<file path="src/rtl/fc_mac_if.sv">
// fc_mac_if -- bundle of the fc_mac data streams.
//
// Stream 0 carries one signed activation per beat, stream 1 carries the
// matching per-class weight vector plus the bias vector. Both streams share
// a single ready (ready0_o == ready1_o), so a beat moves only when both
// valids are high together. The result stream carries one packed vector of
// per-class sums per packet.
//
// Handshake rule (all three streams): a transfer happens on a rising clk
// edge where valid and ready are both high. A source keeps its payload
// stable while valid is high and not yet accepted; ready may change freely.
//
// Modports:
//   slave  -- the fc_mac datapath (consumes streams 0/1, produces results)
//   master -- whoever feeds the streams and drains the results
interface fc_mac_if #(
  parameter int I_BW        = 8,
  parameter int BIAS_BW     = 2 * I_BW,
  parameter int O_BW        = 3 * I_BW,
  parameter int NUM_CLASSES = 3
);
  logic [I_BW-1:0]               data0_i;
  logic                          valid0_i;
  logic                          last0_i;
  logic                          ready0_o;

  logic [NUM_CLASSES*I_BW-1:0]    data1_w_i;
  logic [NUM_CLASSES*BIAS_BW-1:0] data1_b_i;
  logic                          valid1_i;
  logic                          last1_i;
  logic                          ready1_o;

  logic [NUM_CLASSES*O_BW-1:0]    data_o;
  logic                          valid_o;
  logic                          last_o;
  logic                          ready_i;

  modport slave (
    input  data0_i, valid0_i, last0_i,
    input  data1_w_i, data1_b_i, valid1_i, last1_i,
    input  ready_i,
    output ready0_o, ready1_o,
    output data_o, valid_o, last_o
  );

  modport master (
    output data0_i, valid0_i, last0_i,
    output data1_w_i, data1_b_i, valid1_i, last1_i,
    output ready_i,
    input  ready0_o, ready1_o,
    input  data_o, valid_o, last_o
  );
endinterface

</file>
<file path="src/rtl/fc_mac.sv">
// fc_mac -- fully-connected multiply-accumulate over NUM_CLASSES lanes.
//
// Each accepted beat multiplies the activation by every lane weight; the
// products are summed per lane until the beat flagged with last1_i. Two
// drain cycles later the bias is added and the vector is presented on the
// result stream as a single-beat packet. A packet that stalls for
// TIMEOUT_CYCLES idle cycles is discarded without producing output.
//
// Optional feature macro: FC_MAC_SAT_EN -- when defined, the accumulate
// and bias additions saturate per lane; otherwise they wrap modulo 2^O_BW.
//
// Ports:
//   clk_i    clock
//   rst_i    asynchronous active-high reset
//   bus      fc_mac_if.slave (activation, weights/bias, result streams)
//   state_o  current FSM state (debug observation)
module fc_mac #(
  parameter int I_BW           = 8,
  parameter int BIAS_BW        = 2 * I_BW,
  parameter int O_BW           = 3 * I_BW,
  parameter int NUM_CLASSES    = 3,
  parameter int TIMEOUT_CYCLES = 8
) (
  input  logic        clk_i,
  input  logic        rst_i,
  fc_mac_if.slave     bus,
  output logic [1:0]  state_o
);

  typedef enum logic [1:0] {
    ACCUM  = 2'd0,
    DRAIN  = 2'd1,
    OUTPUT = 2'd2
  } state_t;

  localparam int P_BW = 2 * I_BW;
  localparam int TO_W = $clog2(TIMEOUT_CYCLES + 1);
  localparam logic [TO_W-1:0] TO_MAX = TO_W'(TIMEOUT_CYCLES);

  state_t                    state_q;
  logic                      ready_q;
  logic                      valid_q;
  logic                      drain_q;
  logic [TO_W-1:0]           to_cnt_q;
  logic                      has_data_q;
  logic                      prod_vld_q;
  logic signed [P_BW-1:0]    prod_q [NUM_CLASSES];
  logic signed [O_BW-1:0]    acc_q  [NUM_CLASSES];
  logic signed [BIAS_BW-1:0] bias_q [NUM_CLASSES];
  logic [NUM_CLASSES*O_BW-1:0] data_q;

  logic                      accept;
  logic                      flush;
  logic                      out_done;
  logic signed [P_BW-1:0]    prod_d [NUM_CLASSES];

  // Lane addition: saturating or wrapping depending on the build.
  function automatic logic signed [O_BW-1:0] add_o(
    input logic signed [O_BW-1:0] a,
    input logic signed [O_BW-1:0] b
  );
`ifdef FC_MAC_SAT_EN
    logic signed [O_BW:0] s;
    s = {a[O_BW-1], a} + {b[O_BW-1], b};
    // Sign bits disagree only when the true sum left the O_BW range.
    if (s[O_BW] != s[O_BW-1]) begin
      return s[O_BW] ? {1'b1, {(O_BW-1){1'b0}}} : {1'b0, {(O_BW-1){1'b1}}};
    end
    return s[O_BW-1:0];
`else
    return a + b;
`endif
  endfunction

  assign accept   = bus.valid0_i & bus.valid1_i & ready_q;
  // Counter at its limit implies the previous cycle had no accept, so the
  // product pipe is already empty and only the accumulators need zeroing.
  assign flush    = (state_q == ACCUM) && has_data_q && (to_cnt_q == TO_MAX);
  assign out_done = (state_q == OUTPUT) && bus.ready_i;

  always_comb begin
    for (int k = 0; k < NUM_CLASSES; k++) begin
      prod_d[k] = '0;
      prod_d[k] = P_BW'($signed(bus.data0_i)) *
                  P_BW'($signed(bus.data1_w_i[k*I_BW +: I_BW]));
    end
  end

  always_ff @(posedge clk_i or posedge rst_i) begin
    if (rst_i) begin
      state_q    <= ACCUM;
      ready_q    <= 1'b1;
      valid_q    <= 1'b0;
      drain_q    <= 1'b0;
      to_cnt_q   <= '0;
      has_data_q <= 1'b0;
      prod_vld_q <= 1'b0;
      data_q     <= '0;
      for (int k = 0; k < NUM_CLASSES; k++) begin
        prod_q[k] <= '0;
        acc_q[k]  <= '0;
        bias_q[k] <= '0;
      end
    end else begin
      prod_vld_q <= accept;
      for (int k = 0; k < NUM_CLASSES; k++) begin
        if (accept) begin
          prod_q[k] <= prod_d[k];
        end else if (flush) begin
          prod_q[k] <= '0;
        end
        if (flush || out_done) begin
          acc_q[k] <= '0;
        end else if (prod_vld_q) begin
          acc_q[k] <= add_o(acc_q[k], O_BW'(prod_q[k]));
        end
      end

      case (state_q)
        ACCUM: begin
          if (accept && bus.last1_i) begin
            state_q    <= DRAIN;
            ready_q    <= 1'b0;
            drain_q    <= 1'b0;
            to_cnt_q   <= '0;
            has_data_q <= 1'b0;
            for (int k = 0; k < NUM_CLASSES; k++) begin
              bias_q[k] <= bus.data1_b_i[k*BIAS_BW +: BIAS_BW];
            end
          end else begin
            if (accept) begin
              to_cnt_q <= '0;
            end else if (to_cnt_q != TO_MAX) begin
              to_cnt_q <= to_cnt_q + 1'b1;
            end
            has_data_q <= accept | (has_data_q & ~flush);
          end
        end
        DRAIN: begin
          // Two cycles let the last product land in the accumulator.
          if (drain_q) begin
            state_q <= OUTPUT;
            valid_q <= 1'b1;
            for (int k = 0; k < NUM_CLASSES; k++) begin
              data_q[k*O_BW +: O_BW] <= add_o(acc_q[k], O_BW'(bias_q[k]));
            end
          end else begin
            drain_q <= 1'b1;
          end
        end
        OUTPUT: begin
          if (bus.ready_i) begin
            state_q <= ACCUM;
            ready_q <= 1'b1;
            valid_q <= 1'b0;
          end
        end
        default: begin
          state_q <= ACCUM;
          ready_q <= 1'b1;
          valid_q <= 1'b0;
        end
      endcase
    end
  end

  assign bus.ready0_o = ready_q;
  assign bus.ready1_o = ready_q;
  assign bus.valid_o  = valid_q;
  assign bus.last_o   = valid_q;
  assign bus.data_o   = data_q;
  assign state_o      = state_q;

  // The two streams must agree on where a packet ends.
  last_agree_a: assert property (@(posedge clk_i) disable iff (rst_i)
    accept |-> (bus.last0_i == bus.last1_i));

endmodule

</file>
<file path="src/flat_wrapper.sv">
// flat-port wrapper written by rule: the top's interface ports become plain ports
module fc_mac_flat 
#(
  parameter int I_BW           = 8,
  parameter int BIAS_BW        = 2 * I_BW,
  parameter int O_BW           = 3 * I_BW,
  parameter int NUM_CLASSES    = 3,
  parameter int TIMEOUT_CYCLES = 8
)
  (clk_i, rst_i, state_o, bus_data0_i, bus_valid0_i, bus_last0_i, bus_data1_w_i, bus_data1_b_i, bus_valid1_i, bus_last1_i, bus_ready_i, bus_ready0_o, bus_ready1_o, bus_data_o, bus_valid_o, bus_last_o);
  fc_mac_if #(.I_BW(I_BW), .BIAS_BW(BIAS_BW), .O_BW(O_BW), .NUM_CLASSES(NUM_CLASSES)) bus_i ();
  input  logic clk_i;
  input  logic rst_i;
  output logic [1:0] state_o;
  input wire logic [$bits(bus_i.data0_i)-1:0] bus_data0_i;
  input wire logic [$bits(bus_i.valid0_i)-1:0] bus_valid0_i;
  input wire logic [$bits(bus_i.last0_i)-1:0] bus_last0_i;
  input wire logic [$bits(bus_i.data1_w_i)-1:0] bus_data1_w_i;
  input wire logic [$bits(bus_i.data1_b_i)-1:0] bus_data1_b_i;
  input wire logic [$bits(bus_i.valid1_i)-1:0] bus_valid1_i;
  input wire logic [$bits(bus_i.last1_i)-1:0] bus_last1_i;
  input wire logic [$bits(bus_i.ready_i)-1:0] bus_ready_i;
  output wire logic [$bits(bus_i.ready0_o)-1:0] bus_ready0_o;
  output wire logic [$bits(bus_i.ready1_o)-1:0] bus_ready1_o;
  output wire logic [$bits(bus_i.data_o)-1:0] bus_data_o;
  output wire logic [$bits(bus_i.valid_o)-1:0] bus_valid_o;
  output wire logic [$bits(bus_i.last_o)-1:0] bus_last_o;
  assign bus_i.data0_i = bus_data0_i;
  assign bus_i.valid0_i = bus_valid0_i;
  assign bus_i.last0_i = bus_last0_i;
  assign bus_i.data1_w_i = bus_data1_w_i;
  assign bus_i.data1_b_i = bus_data1_b_i;
  assign bus_i.valid1_i = bus_valid1_i;
  assign bus_i.last1_i = bus_last1_i;
  assign bus_i.ready_i = bus_ready_i;
  assign bus_ready0_o = bus_i.ready0_o;
  assign bus_ready1_o = bus_i.ready1_o;
  assign bus_data_o = bus_i.data_o;
  assign bus_valid_o = bus_i.valid_o;
  assign bus_last_o = bus_i.last_o;
  fc_mac #(.I_BW(I_BW), .BIAS_BW(BIAS_BW), .O_BW(O_BW), .NUM_CLASSES(NUM_CLASSES), .TIMEOUT_CYCLES(TIMEOUT_CYCLES)) u_core (.clk_i(clk_i), .rst_i(rst_i), .bus(bus_i), .state_o(state_o));
endmodule
</file>
<file path="config.mk">
export PLATFORM = sky130hd
export DESIGN_NAME = fc_mac_flat
export DESIGN_NICKNAME = d
export VERILOG_FILES = /design/src/rtl/fc_mac_if.sv /design/src/rtl/fc_mac.sv /design/src/flat_wrapper.sv
export SDC_FILE = /design/constraint.sdc
export NUM_CORES = 1
export LEC_CHECK = 0
export CORE_MARGIN = 5
export CORE_UTILIZATION = 66
export DETAILED_ROUTE_END_ITERATION = 10
export PLACE_DENSITY_LB_ADDON = 0.2
export SLEW_MARGIN = 10
export SYNTH_ARGS = -nofsm -noshare
export SYNTH_HDL_FRONTEND = slang
export SYNTH_SLANG_ARGS = --single-unit
</file>
<file path="constraint.sdc">
create_clock -name clk_i -period 18.8 [get_ports clk_i]
set_input_delay 5.64 -clock clk_i [delete_from_list [all_inputs] [get_ports clk_i]]
set_output_delay 5.64 -clock clk_i [all_outputs]
set_load 0.02 [all_outputs]
</file>
==> impl_metrics.yaml <==
status:
  outcome: "finished clean"
setup_path:
  crit_type: "in2reg"
  end_kind: "flop"
  worstPathArrival_ns: 10.89
  r2r_slack_ns: 15.40
  crit_path_max_fanout: 24
  critPathLaunchType: "input port"
  cp_data_required_time_ns: 19.22
logic_synthesis:
  synth-seq-cells: 251
  ys_types: 78
  ys_warn_count: 0
  syn_area_um2: 23000
  synth.net_count: 2954
  syn_inst: 2469
  synth_top_flop_cell: "dfrtp_1"
  synth_edf_count: 0
  synth.avg_cell_area_um2: 9.30
  yosysSeqAreaShare: 0.274
  synthArstFlopShare: 1.00
timing:
  maxSlewViolCount: 0
  skew_ns: 0.00754
  min_period_over_period: 0.557
  max-slew-margin-rel: 0.329
  clock.fmax_mhz: 95.5
  rsz0062_at_grt: "no"
  timing.setup.tns_ns: 0
  period_minus_slack_ns: 10.47
  hold_viol: 0
  setup-violations-final: 0
  layout_setup_ws_ns: 8.33
  worst_pin_slew_ns: 1.01
global_route:
  antenna_found_initial: 1
  grt_pass1_wl_um: 88800
  globalRouteTotalUtil: 0.271
  first_global_vias: 18500
  grt_max_degree: 122
  grt-ovfl-total: 0
clock_tree:
  cts_max_level: 1
  ctsResizeCount: 0
  clock_latency_ns: 0.53
  cts_buffers: 26
  cts_tree: "yes"
  cts_root_buf: "clkbuf_16"
  path_clk_slew_ns: 0.06
  post_cts_buffers: 0
  clockBufferDepth: 3
  holdBufCountCts: 0
  clkSinkCount: 251
min_path:
  hold_path.class: "reg2reg"
pwr:
  power.total_mw: 3.71
  combPwrFrac: 0.603
  max-vdd-ir-drop_mv: 0.0854
  power-per-cell-area_nw_per_um2: 144
  p_seq_frac: 0.261
  power.switching_mw: 1.63
  p_leak_nw: 12.8
  swShare: 0.441
  power_frac_clock: 0.136
  internal-power_mw: 2.07
cells_and_area:
  nNetsFinal: 3081
  layout_common_cells: "inv_1 (290), dfrtp_1 (249), ha_1 (227), nand2_1 (224), fa_1 (171)"
  n_fill_cell: 2540
  final_cells: 3063
  num_antenna_cells: 0
  fin_util: 0.749
  layout-drive-gt1-share: 0.0437
  mostFrequentLayoutCell: "inv_1"
  syn_to_final_growth_pct: 12.4
detailed_routing:
  vias_per_cell: 5.89
  drtAntennaViolNets: 0
  drt_wl_total_um: 52000
  vias: 18000
  firstDrtPassIters: 5
  drtIter0Drc: 1047
  drc: 0
  wl_per_cell_um: 17.0
placement:
  dp_cells: 3023
  pre_cts_slack_ns: 7.81
  place.gp.congestion: 0.905
  hpwlAfterDp_um: 40000
  port_buffers: 163
job:
  cap_viol_max_count: 0
floorplan:
  die_h_um: 197
  core-area_um2: 34500
  initial_utilization: 0.666
  fp.dieArea_um2: 38600
  io_pins: 165
  rows: 68
  fp.dieW_um: 197
==> final timing paths <==
| kind | to | cells after the start | from |
|---|---|---|---|
| worst min register to register | u_core.bus.data_o[15] | 2 | u_core.bus.data_o[15] |
| worst max-delay path | u_core.prod_q[31] | 18 | bus_data0_i[4] |
| worst max register to register | u_core.acc_q[46] | 11 | u_core.acc_q[24] |
| min in group asynchronous | u_core.bus.data_o[17] | 2 | rst_i |
| worst min-delay path | u_core.bus.data_o[15] | 2 | u_core.bus.data_o[15] |
| max in group asynchronous | u_core.state_o[0] | 3 | rst_i |
==> layer usage <==
| metal | up-vias | GRT usage | part of all wire |
|---|---|---|---|
| li1 | 8580 | - | - |
| met1 | 8861 | 0.390 | 0.45 |
| met2 | 525 | 0.448 | 0.47 |
| met3 | 82 | 0.0303 | 0.062 |
| met4 | 0 | 0.0636 | 0.019 |
| met5 | - | 0 | 0 |
==> flip-flops by register name (all words and copies together) (netlist names) <==
| register | cells |
|---|---|
| u_core.bus.data_o | 72 |
| u_core.drain_q | 1 |
| u_core.prod_q | 48 |
| u_core.acc_q | 72 |
| u_core.has_data_q | 1 |
| u_core.bus.ready0_o | 1 |
| u_core.bias_q | 48 |
| u_core.prod_vld_q | 1 |
| u_core.bus.last_o | 1 |
| u_core.state_o | 2 |
| u_core.to_cnt_q | 4 |
==> area by class of cell <==
type / count / area, µm² / area share
clock buffers: 36 / 739 / 0.0287
clock inverters: 4 / 70.1 / 0.00272
inverters: 291 / 1100 / 0.0426
multi-input cells: 1853 / 15300 / 0.594
flip-flops and latches: 251 / 6280 / 0.244
well taps: 455 / 569 / 0.0221
repair buffers: 173 / 1710 / 0.0661
==> synth_stat cells (9+ instances only) <==
master | count | area share
nor3_1 | 28 | 0.0061
dfrtp_1 | 250 | 0.27
a22o_1 | 15 | 0.0057
nor2_1 | 127 | 0.021
a211oi_1 | 23 | 0.0075
a21oi_1 | 130 | 0.028
buf_1 | 14 | 0.0023
o31ai_1 | 14 | 0.0046
inv_1 | 291 | 0.048
xor2_1 | 54 | 0.021
o21ai_1 | 46 | 0.010
nor3b_1 | 10 | 0.0033
and2_1 | 135 | 0.037
xnor2_1 | 98 | 0.037
nand2b_1 | 23 | 0.0063
o21a_1 | 20 | 0.0065
mux2_2 | 52 | 0.026
ha_1 | 227 | 0.12
nand2_1 | 225 | 0.037
fa_1 | 171 | 0.15
o21ai_0 | 120 | 0.026
clkbuf_1 | 58 | 0.0095
and3_1 | 14 | 0.0038
a31oi_1 | 18 | 0.0049
mux2i_1 | 42 | 0.018
nand3_1 | 32 | 0.0070
a21o_1 | 63 | 0.021
nor2b_1 | 35 | 0.0095
o211ai_1 | 9 | 0.0029
o21bai_1 | 23 | 0.0075
==> logic make-up after synthesis <==
family          Yosys count  share of synthesized area
simple gates            667                      0.143
compound gates          542                      0.149
fa+ha+maj               398                      0.273
buf+inv                 365                     0.0600
flops                   251                      0.274
xor+xnor                152                     0.0580
mux                      94                     0.0438
==> critical path, cell delays in order <==
cell and delay, ns:
clkdlybuf4s50_1 0.95, and2_1 0.40, fa_1 0.52, inv_1 0.06, fa_1 0.52, inv_1 0.05
fa_1 0.47, inv_1 0.05, fa_1 0.48, inv_1 0.04, ha_1 0.31, a21oi_1 0.20
o21bai_1 0.13, a21oi_1 0.23, o21ai_1 0.14, o41ai_1 0.33, xnor2_1 0.18, a22o_1 0.20
==> power groups by stage <==
stage	registers [mW]	clock network [mW]	logic, mW
6_report	0.969	0.503	2.24
5_1_grt	0.994	0.533	2.52
4_1_cts	0.964	0.512	2.24
3_5_place_dp	0.974	0	2.22
3_3_place_gp	0.961	0	2.10
2_1_floorplan	0.976	0	1.61
==> through the flow <==
step	hold slack (ns)	area (µm²)
floorplan	0.454	23000
global placement	0.460	25000
detailed placement	0.468	25000
CTS	0.480	25800
global route	0.511	25800
finish	0.476	25800
(Power assumes the default switching activity.)
